$ cat config.mk
export PLATFORM = sky130hd
export DESIGN_NAME = sequence_detector
export DESIGN_NICKNAME = d
export VERILOG_FILES = /design/src/rtl/sequence_detector.sv
export SDC_FILE = /design/constraint.sdc
export NUM_CORES = 1
export LEC_CHECK = 0
export CAP_MARGIN = 20
export CELL_PAD_IN_SITES_DETAIL_PLACEMENT = 1
export CELL_PAD_IN_SITES_GLOBAL_PLACEMENT = 2
export CORE_AREA = 2 2 39 41
export CTS_CLUSTER_SIZE = 28
export DETAILED_ROUTE_END_ITERATION = 12
export DIE_AREA = 0 0 41 43
export GPL_ROUTABILITY_DRIVEN = 0
export GPL_TIMING_DRIVEN = 0
export PLACE_DENSITY_LB_ADDON = 0.1
export SLEW_MARGIN = 20
export SYNTH_ARGS = -nofsm -noshare
export SYNTH_HDL_FRONTEND = slang
export SYNTH_SLANG_ARGS = --single-unit
$ cat constraint.sdc
create_clock -name clk -period 1.5 [get_ports clk]
set_clock_uncertainty 0.1 [all_clocks]
set_input_delay 0.225 -clock clk [delete_from_list [all_inputs] [get_ports clk]]
set_output_delay 0.225 -clock clk [all_outputs]
set_load 0.01 [all_outputs]
$ cat src/rtl/sequence_detector.sv
// Moore run-length detector: z is high while the last RUN_LEN samples of w are all equal.
// z is registered and changes one edge after the sample that completes or breaks a run.
module sequence_detector #(
  parameter int RUN_LEN = 3
) (
  input  logic clk,
  input  logic reset,
  input  logic w,
  output logic z
);

  typedef enum logic [1:0] {
    IDLE  = 2'b00,
    TRACK = 2'b01
  } state_t;

  localparam logic [3:0] RUN_MAX = 4'(RUN_LEN);

  state_t     state_q;
  logic [3:0] cnt_q;
  logic [3:0] cnt_d;
  logic       last_q;
  logic       z_q;

  // IDLE never matches a prior value, so the first sample after reset always starts at 1.
  always_comb begin
    cnt_d = 4'd1;
    if (state_q == TRACK && w == last_q && cnt_q != 4'd0) begin
      cnt_d = (cnt_q >= RUN_MAX) ? RUN_MAX : cnt_q + 4'd1;
    end
  end

  always_ff @(posedge clk) begin
    if (reset) begin
      state_q <= IDLE;
      cnt_q   <= 4'd0;
      last_q  <= 1'b0;
      z_q     <= 1'b0;
    end else begin
      case (state_q)
        IDLE, TRACK: begin
          state_q <= TRACK;
          cnt_q   <= cnt_d;
          last_q  <= w;
          z_q     <= (cnt_d == RUN_MAX);
        end
        default: begin
          state_q <= IDLE;
          cnt_q   <= 4'd0;
          last_q  <= 1'b0;
          z_q     <= 1'b0;
        end
      endcase
    end
  end

  assign z = z_q;

endmodule

Word-level counts from Yosys, hierarchy flattened
Cells that the tools add are included.

storage, ports and cells
  input port bits = 3
  bits in registers = 8
  output and inout bits = 1
  word-level logic and storage cells = 19

cells by class
  $add $sub $neg = 1
  reduce and logical (&&, ||, !) cells = 6
  order comparisons = 1
  bitwise operators = 1
  muxes and demuxes = 3
  equality and inequality tests = 3

operator list
  cell                 count
  $mux 4               2
  $add 4x1->4 const B  1
  $eq 4x2->1 const B   1
  $ge 4x2->1 const B   1
  $reduce_bool 4->1    1
  $reduce_or 2->1      2
  $eq 2x1->1 const B   1
  $logic_and 1x1->1    2
  $logic_not 2->1      1
  $eq 1x1->1           1
  $mux 1               1
  $not 1->1            1

Logic depth before layout (Yosys ltp)
Gate-level depths: netlist (run 1).

  depth after elaboration = 5
  mapped depth = 5
  gate-level depth less buffers = 5

Worst setup path after synthesis (run 1)
OpenSTA, ideal clock, no wires.

  kind = reg-to-reg
  from = register cnt_q[0]
  to = register z_q, in the netlist z
  setup slack = 0.281 ns
  clock period less this slack = 1.219 ns
  stages on the path, launching flop included = 6
  required time = 1.314 ns
  path buffers = 0
  library setup time = 0.086 ns
  arrival = 1.033 ns
  cells stage by stage = dfxtp_1 -> inv_1 -> ha_1 -> nor2b_1 -> o21bai_1 -> a211oi_1

between the ends
  longest elaborated chain between the ends = 4
  elaborated cells between the ends (all ways) = 7
  those cells by class = add/sub (1); order compare (1); eq/ne (1); mux (2); reduce/logical (2)

RTL lines
  item                                                RTL line  source
  start: declaration                                  20        logic [3:0] cnt_q;
  start signal: assignment                            43        cnt_q <= cnt_d;
  $add 4x1->4 (tied with other cells)                 29        cnt_d = (cnt_q >= RUN_MAX) ? RUN_MAX : cnt_q + 4'd1;
  $mux 4 / $logic_and 1x1->1 (equally long branches)  29, 28
  $mux 4 *                                            28        if (state_q == TRACK && w == last_q && cnt_q != 4'd0) begin
  $eq 4x2->1 *                                        45        z_q <= (cnt_d == RUN_MAX);
  end signal: assignment                              45
  end: declaration                                    23        logic z_q;

Mark *: on every way between the ends. The rest lies on a longest branch, timed or not.
A chain may end at the register's enable or synchronous reset.

Worst setup path after layout (run 1)
  from = register z_q, in the netlist z
  to = output z

RTL lines
  item              RTL line  source
  end: declaration  9         output logic z

No word-level cell between the ends.

==> run summary, run 1 <==
Hold Crit Class: flip-flop to flip-flop
clock root cell: clkbuf_4
reg2reg path depth: 5
fin crit share: 92.68%
setup slack after layout: 0.1097 ns
vias in the first global route: 193
Setup TNS Final: 0 ns
Synth Instances: 24
share of layout cells above drive strength 1: 9.375%
Max Cap Viol: 0
routed wire length: 375 µm
largest net degree at the start of global routing: 6
critical path startpoint category: flip-flop
outcome: completed
Max Fclk: 0.7193 GHz
worst r2r src: cnt_q[0]
crit path buf inv count: 1
P_leak: 0.1412 nW
setup violators final: 0
Yosys Warn Count: 0
port bufs: 3
Sw Pwr: 0.08303 mW
critical path launch point: z
critical path capture point type: primary output
CP Data Arrival Time: 1.07 ns
Clock transition at path regs: 0.05 ns
Reg2Reg Setup Slack: 0.19 ns
FF-to-FF End: z
die area: 1763 µm²
Filler Cells Inserted: 166
synthesized cell area: 254.0 µm²
Initial DRT Pass Iterations: 1
initial antenna violation count: 0
slowest cell delay on critical path: 0.52 ns
total grt overflow: 0
Final min period: 1.390 ns
WP data required: 1.17 ns
first-pass GRT wire length: 717 µm
critical path class: flip-flop to primary output
RSZ-0062 raised after global routing: false
Starting Density: 18.35%
Slew Limit Fails: 0
TritonCTS Sinks: 7
CTS tree: yes
Slowest cell on crit path: clkdlybuf4s50_1
Comb power frac: 8.5%
Synth Register Bits: 7
worst skew pair latency: 0.24 ns
Antenna Violating Nets Remaining: 0
CTS Hold Buffers Added: 0
Top Ports: 4
Core Util, Final: 24.14%
die span in x: 41 µm
Layout area overhead: 31.53%
Setup WS pre-CTS: 0.1654 ns
syn avg cell area: 10.58 µm²
H-Tree Depth: 1
Pwr per Cell Area: 1196 nW/µm²
worst setup path end: z
Int Pwr: 0.3166 mW
Seq/Total Area, Yosys: 55.17%
Core Region: 1384 µm²
cell depth of the worst setup path: 1
CTS buffer count: 3
clock share of power: 41.0%
worst vdd ir: 0.3484 mV
drt via density: 3.833
critical-path cell list: clkdlybuf4s50_1
synth top area cells: dfxtp_1 (55%), ha_1 (9.9%), a211oi_1 (5.9%)
# diodes: 0
post-synth top area share: 55.17%
CTS Buffer Depth: 2
Die H: 43 µm
Routed WL per cell: 7.813 µm
Netlist cell types: 12
cts repair resizes: 0
sw frac: 20.78%
cell taking the most area after synthesis: dfxtp_1
sequential power share: 50.5%
CP max FO: 1
Post-CTS Setup Bufs: 0
Post-DP HPWL: 334.7 µm
Layout Nets: 38
final hold violations: 0
cell family with most CP delay: buffers and inverters
Remaining DRCs: 0
total track usage: 6.740%
routed vias: 184
DR iter-0 viols: 0
row cnt: 14
==> sequential cells by signal, summed over array words and instances (netlist names) <==
| register | cells |
|---|---|
| state_q | 1 |
| last_q | 1 |
| cnt_q | 4 |
| z | 1 |
==> cells in the final DEF, fill, tap and decap left out <==
cell type / netlist / final
inv_1: 3 / 3
o21bai_1: 2 / 2
xnor2_1: 1 / 1
clkbuf_4: 0 / 3
dfxtp_1: 7 / 7
ha_1: 2 / 2
a41oi_1: 1 / 1
a211oi_1: 2 / 2
clkbuf_1: 0 / 1
clkdlybuf4s50_1: 0 / 3
nor4_1: 1 / 1
conb_1: 1 / 2
nand2_1: 1 / 1
nor2_1: 1 / 1
nor2b_1: 2 / 2
==> metal layers <==
layer / vias up / routed length (µm) / global-route usage, %
met2: 4 / 179 / 8.125
met4: 0 / 0 / 6.000
met5: - / 0 / 0
li1: 96 / - / -
met3: 0 / 26 / 4.712
met1: 84 / 168 / 7.443
==> stage by stage <==
step	instance area [µm²]	power, mW	hold WS [ns]	cells
4_1_cts	334.1	0.4109	0.3784	48
2_1_floorplan	257.7	0.2255	0.1815	25
3_3_place_gp	307.8	0.2409	0.3757	44
5_1_grt	334.1	0.4268	0.4091	48
6_report	334.1	0.3996	0.3727	48
3_5_place_dp	307.8	0.2407	0.3763	44
==> cell type report <==
type,count,area (µm²),share of cell area [%]
Inverter,3,11.26,3.371
Timing Repair Buffer,3,30.03,8.989
Clock buffer,4,26.28,7.865
Multi-Input combinational cell,15,106.4,31.84
Sequential cell,7,140.1,41.95
Tap cell,16,20.02,5.993
==> how the worst min path moves through the flow <==
stage,start,to,slack (ns),depth (start not counted)
2_1_floorplan,reset,state_q[0],0.18,1
3_3_place_gp,state_q[0],z,0.38,2
3_5_place_dp,state_q[0],cnt_q[1],0.38,2
4_1_cts,state_q[0],cnt_q[1],0.38,2
5_1_grt,state_q[0],z,0.41,2
6_report,state_q[0],cnt_q[1],0.37,2
==> power groups by stage <==
| stage | registers [mW] | logic (mW) | clock network, mW |
|---|---|---|---|
| global route | 0.203 | 0.0395 | 0.184 |
| detailed placement | 0.206 | 0.0349 | 0 |
| floorplan | 0.205 | 0.0203 | 0 |
| CTS | 0.202 | 0.0350 | 0.174 |
| global placement | 0.206 | 0.0352 | 0 |
| finish | 0.202 | 0.0339 | 0.164 |
==> cells in the mapped netlist <==
library cell  n
a211oi_1      2
a41oi_1       1
conb_1        1
dfxtp_1       7
ha_1          2
inv_1         3
nand2_1       1
nor2_1        1
nor2b_1       2
nor4_1        1
o21bai_1      2
xnor2_1       1
==> logic make-up after synthesis <==
kind of cell    synth area share (%)
buf+inv                        4.433
simple gates                   10.34
other cells                    1.476
compound gates                 15.27
fa+ha+maj                      9.851
xor+xnor                       3.449
flops                          55.17
Note: power is estimated with default switching activity, not from simulation.
==> inputs of run 2 (changes only) <==
CTS_BUF_LIST = sky130_fd_sc_hd__clkbuf_16   (was unset)
MAX_ROUTING_LAYER = met4   (was unset)
==> run 2 against run 1 <==
- first-iteration DRC count increased by 2
- combinational power about the same
- die area unchanged
- worst setup slack improved by 0.019 ns
- sequential power about the same
- sequential share of layout area decreased by 5.7 points
- core utilization increased by 3.8 points
- sequential cell count unchanged
- final cell count unchanged
- register-to-register slack about the same
- wire length increased by 16%
- critical path type unchanged
- largest power group is now clock
==> run summary, run 2 (same netlist as run 1, synthesis figures left out) <==
outcome: completed (unchanged)
H-Tree Depth: 1 (unchanged)
critical path class: flip-flop to primary output (unchanged)
Seq. cell area: 140.1 µm² (unchanged)
Slew Limit Fails: 0 (unchanged)
CTS buffer count: 3 (unchanged)
P_leak: 0.1685 nW (was 0.1412 nW)
worst setup path end: z (unchanged)
Initial DRT Pass Iterations: 2 (was 1)
DR iter-0 viols: 2 (was 0)
Routed WL per cell: 9.063 µm (was 7.813 µm)
share of layout cells above drive strength 1: 9.375% (unchanged)
# diodes: 0 (unchanged)
crit path buf inv count: 1 (unchanged)
reg2reg path depth: 5 (unchanged)
Reg with most FFs: cnt_q (unchanged)
WP data required: 1.17 ns (about the same)
Layout Cells excl Fill: 48 (unchanged)
TritonCTS Sinks: 7 (unchanged)
Hold Crit Class: flip-flop to flip-flop (unchanged)
cts repair resizes: 0 (unchanged)
critical path capture point type: primary output (unchanged)
Starting Density: 18.35% (unchanged)
Sw Pwr: 0.1200 mW (was 0.08303 mW)
largest net degree at the start of global routing: 6 (unchanged)
CTS Buffer Depth: 2 (unchanged)
total grt overflow: 0 (unchanged)
routed vias: 192 (was 184)
Filler Cells Inserted: 158 (was 166)
CP Data Arrival Time: 1.05 ns (was 1.07 ns)
clock share of power: 65.3% (was 41.0%)
sequential power share: 29.7% (was 50.5%)
Global Route met1 Usage: 8.091% (was 7.443%)
placed insts: 44 (unchanged)
fin crit share: 91.43% (was 92.68%)
met2 usage: 8.438% (was 8.125%)
clock root cell: clkbuf_16 (was clkbuf_4)
Final min period: 1.371 ns (was 1.390 ns)
final hold violations: 0 (unchanged)
die area: 1763 µm² (unchanged)
Most Crowded Layer GR: met4 (was met2)
CTS Hold Buffers Added: 0 (unchanged)
routed wire length: 435 µm (was 375 µm)
RSZ-0062 raised after global routing: false (unchanged)
critical-path cell list: clkdlybuf4s50_1 (unchanged)
Layout area overhead: 52.22% (was 31.53%)
first-pass GRT wire length: 807 µm (was 717 µm)
worst vdd ir: 0.6954 mV (was 0.3484 mV)
Reg2Reg Setup Slack: 0.19 ns (about the same)
CTS tree: yes (unchanged)
max reg flops: 4 (unchanged)
critical path startpoint category: flip-flop (unchanged)
cell depth of the worst setup path: 1 (unchanged)
most frequent cells in the layout: dfxtp_1 (7), inv_1 (4), clkbuf_16 (3), clkdlybuf4s50_1 (3) (was dfxtp_1 (7), inv_1 (3), clkbuf_4 (3), clkdlybuf4s50_1 (3))
FF-to-FF End: z (unchanged)
Die H: 43 µm (unchanged)
Setup TNS Final: 0 ns (unchanged)
met3 Use GR: 6.283% (was 4.712%)
Int Pwr: 0.5629 mW (was 0.3166 mW)
initial antenna violation count: 0 (unchanged)
Comb power frac: 5.0% (was 8.5%)
slowest cell delay on critical path: 0.52 ns (about the same)
worst r2r src: cnt_q[0] (unchanged)
Post-CTS Setup Bufs: 0 (unchanged)
port bufs: 3 (unchanged)
Layout Nets: 38 (unchanged)
Clock transition at path regs: 0.04 ns (was 0.05 ns)
Slowest cell on crit path: clkdlybuf4s50_1 (unchanged)
sw frac: 17.57% (was 20.78%)
Antenna Violating Nets Remaining: 0 (unchanged)
commonest non-fill, non-tap cell in the layout: dfxtp_1 (unchanged)
drt via density: 4.000 (was 3.833)
total track usage: 8.763% (was 6.740%)
cell family with most CP delay: buffers and inverters (unchanged)
die span in x: 41 µm (unchanged)
vias in the first global route: 200 (was 193)
Max Cap Viol: 0 (unchanged)
critical path launch point: z (unchanged)
Remaining DRCs: 0 (unchanged)
Top Ports: 4 (unchanged)
CP max FO: 1 (unchanged)
Multi-input gate area: 106.4 µm² (unchanged)
Core Region: 1384 µm² (unchanged)
Pwr per Cell Area: 1766 nW/µm² (was 1196 nW/µm²)
Max Fclk: 0.7291 GHz (was 0.7193 GHz)
worst skew pair latency: 0.23 ns (was 0.24 ns)
Post-DP HPWL: 334.7 µm (unchanged)
setup violators final: 0 (unchanged)
row cnt: 14 (unchanged)
## run 2: cell count changes in the layout (fill, tap and decap cells not counted)
cell,delta
clkbuf_16,+3
clkbuf_1,-1
clkbuf_4,-3
inv_1,+1
## run 2: metal layers
layer  vias to the layer above  wire length (µm)
met5                         -                 0
met4                         0                39
met3                         4                43
met2                         7               173
met1                        86               178
li1                         95                 -
## run 2: metrics by stage
step | instance area (µm²) | setup slack (ns) | power [mW] | hold WS, ns | util (%)
after floorplan | 257.7 | 0.2815 | 0.2255 | 0.1815 | -
after global placement | 307.8 | 0.1680 | 0.2409 | 0.3757 | 22.24
after detailed placement | 307.8 | 0.1654 | 0.2407 | 0.3763 | 22.24
after CTS | 386.6 | 0.1218 | 0.6917 | 0.3805 | 27.94
after global routing | 386.6 | 0.05055 | 0.7116 | 0.4097 | 27.94
final | 386.6 | 0.1285 | 0.6829 | 0.3740 | 27.94
## run 2: worst min-delay path by stage
stage	cells past startpoint	endpoint	slack (ns)	start
finish	2	cnt_q[1]	0.37	state_q[0]
global route	2	z	0.41	state_q[0]
CTS	2	cnt_q[1]	0.38	state_q[0]
detailed placement	2	cnt_q[1]	0.38	state_q[0]
global placement	2	z	0.38	state_q[0]
floorplan	1	state_q[0]	0.18	reset
## run 2: cell type report
class	instances	area share [%]
Clock inverter	1	0.9709
Multi-Input combinational cell	15	27.51
Inverter	3	2.913
Clock buffer	3	19.42
Tap cell	16	5.178
Timing Repair Buffer	3	7.767
Sequential cell	7	36.25
## run 2: power by group through the flow
stage | logic, mW | clock network (mW) | registers, mW
floorplan | 0.0203 | 0 | 0.205
global placement | 0.0352 | 0 | 0.206
detailed placement | 0.0349 | 0 | 0.206
CTS | 0.0350 | 0.454 | 0.203
global route | 0.0394 | 0.468 | 0.204
finish | 0.0339 | 0.446 | 0.203
==> inputs of run 3 (changes only) <==
GPL_TIMING_DRIVEN = unset   (was 0)
TNS_END_PERCENT = 30   (was unset)
==> run 3 against run 2 <==
- final cell count unchanged
- clock-buffer cell count unchanged
- clock power down 3%
- worst hold slack worse by 0.0050 ns
- first-iteration DRC count down 100%
- sequential cell count unchanged
- register-to-register slack about the same
==> run summary, run 3 (same netlist as run 1, synthesis figures left out) <==
Pwr per Cell Area: 1734 nW/µm² (was 1766 nW/µm²)
Die H: 43 µm (unchanged)
CP max FO: 1 (unchanged)
crit path buf inv count: 1 (unchanged)
clock root cell: clkbuf_16 (unchanged)
Post-CTS Setup Bufs: 0 (unchanged)
Int Pwr: 0.5620 mW (was 0.5629 mW)
H-Tree Depth: 1 (unchanged)
total track usage: 7.106% (was 8.763%)
Global Route met1 Usage: 7.742% (was 8.091%)
Initial DRT Pass Iterations: 1 (was 2)
port bufs: 3 (unchanged)
Clock transition at path regs: 0.03 ns (was 0.04 ns)
Antenna Violating Nets Remaining: 0 (unchanged)
Core Region: 1384 µm² (unchanged)
slowest cell delay on critical path: 0.52 ns (about the same)
critical path capture point type: primary output (unchanged)
worst vdd ir: 0.5882 mV (was 0.6954 mV)
Top Ports: 4 (unchanged)
critical path class: flip-flop to primary output (unchanged)
CTS Buffer Depth: 2 (unchanged)
CP Data Arrival Time: 1.04 ns (was 1.05 ns)
Sw Pwr: 0.1086 mW (was 0.1200 mW)
Max Fclk: 0.7310 GHz (was 0.7291 GHz)
initial antenna violation count: 0 (unchanged)
Comb power frac: 5.1% (was 5.0%)
# diodes: 0 (unchanged)
outcome: completed (unchanged)
Post-DP HPWL: 337.9 µm (was 334.7 µm)
TritonCTS Sinks: 7 (unchanged)
met2 usage: 8.438% (unchanged)
row cnt: 14 (unchanged)
total grt overflow: 0 (unchanged)
worst skew pair latency: 0.23 ns (about the same)
cell family with most CP delay: buffers and inverters (unchanged)
vias in the first global route: 195 (was 200)
sequential power share: 30.3% (was 29.7%)
commonest non-fill, non-tap cell in the layout: dfxtp_1 (unchanged)
Routed WL per cell: 8.208 µm (was 9.063 µm)
WP data required: 1.17 ns (about the same)
Most Crowded Layer GR: met2 (was met4)
CTS Hold Buffers Added: 0 (unchanged)
drt via density: 3.771 (was 4.000)
critical-path cell list: clkdlybuf4s50_1 (unchanged)
CTS tree: yes (unchanged)
Slowest cell on crit path: clkdlybuf4s50_1 (unchanged)
Max Cap Viol: 0 (unchanged)
critical path startpoint category: flip-flop (unchanged)
Reg with most FFs: cnt_q (unchanged)
P_leak: 0.1685 nW (unchanged)
Core Util, Final: 27.94% (unchanged)
sw frac: 16.19% (was 17.57%)
clock share of power: 64.6% (was 65.3%)
routed wire length: 394 µm (was 435 µm)
cts repair resizes: 0 (unchanged)
Setup TNS Final: 0 ns (unchanged)
first-pass GRT wire length: 759 µm (was 807 µm)
met3 Use GR: 3.141% (was 6.283%)
Hold Crit Class: flip-flop to flip-flop (unchanged)
CTS buffer count: 3 (unchanged)
Starting Density: 18.35% (unchanged)
die area: 1763 µm² (unchanged)
max reg flops: 4 (unchanged)
DR iter-0 viols: 0 (was 2)
most frequent cells in the layout: dfxtp_1 (7), inv_1 (4), clkbuf_16 (3), clkdlybuf4s50_1 (3) (unchanged)
final hold violations: 0 (unchanged)
Final min period: 1.368 ns (was 1.371 ns)
Layout Nets: 38 (unchanged)
Layout area overhead: 52.22% (unchanged)
largest net degree at the start of global routing: 6 (unchanged)
RSZ-0062 raised after global routing: false (unchanged)
die span in x: 41 µm (unchanged)
Remaining DRCs: 0 (unchanged)
share of layout cells above drive strength 1: 9.375% (unchanged)
fin crit share: 91.20% (was 91.43%)
Slew Limit Fails: 0 (unchanged)
setup violators final: 0 (unchanged)
routed vias: 181 (was 192)
run 3: power by group through the flow:
stage          Sequential [mW]  Clock (mW)  Combinational, mW
2_1_floorplan            0.205           0             0.0203
3_3_place_gp             0.206           0             0.0349
3_5_place_dp             0.206           0             0.0347
4_1_cts                  0.203       0.444             0.0350
5_1_grt                  0.204       0.466             0.0397
6_report                 0.203       0.433             0.0341
run 3: final timing paths:
check             start  endpoint  cells after the start  slack (ns)
max                   z         z                      1        0.13
min          state_q[0]         z                      2        0.37
max reg2reg    cnt_q[0]         z                      5        0.20
min reg2reg  state_q[0]         z                      2        0.37
run 3: stage by stage:
step	hold slack, ns	power, mW	setup WS, ns	instance area [µm²]	std cells
after floorplan	0.1815	0.2255	0.2815	257.7	25
after global placement	0.3713	0.2404	0.1566	307.8	44
after detailed placement	0.3726	0.2407	0.1337	307.8	44
after CTS	0.3770	0.6823	0.1224	386.6	48
after global routing	0.4111	0.7092	0.09822	386.6	48
final	0.3690	0.6706	0.1320	386.6	48
run 3: final cells by class:
cell class                 count  area (µm²)
fill                         161       997.2
sequential                     7       140.1
multi-input combinational     15       106.4
clock buffer                   3       75.07
timing repair buffer           3       30.03
tap                           16       20.02
inverter                       3       11.26
clock inverter                 1       3.754
run 3: layer usage:
layer / vias up / wire length [µm]
met2: 4 / 192
met4: 0 / 0
met3: 0 / 17
met1: 83 / 184
met5: - / 0
li1: 94 / -
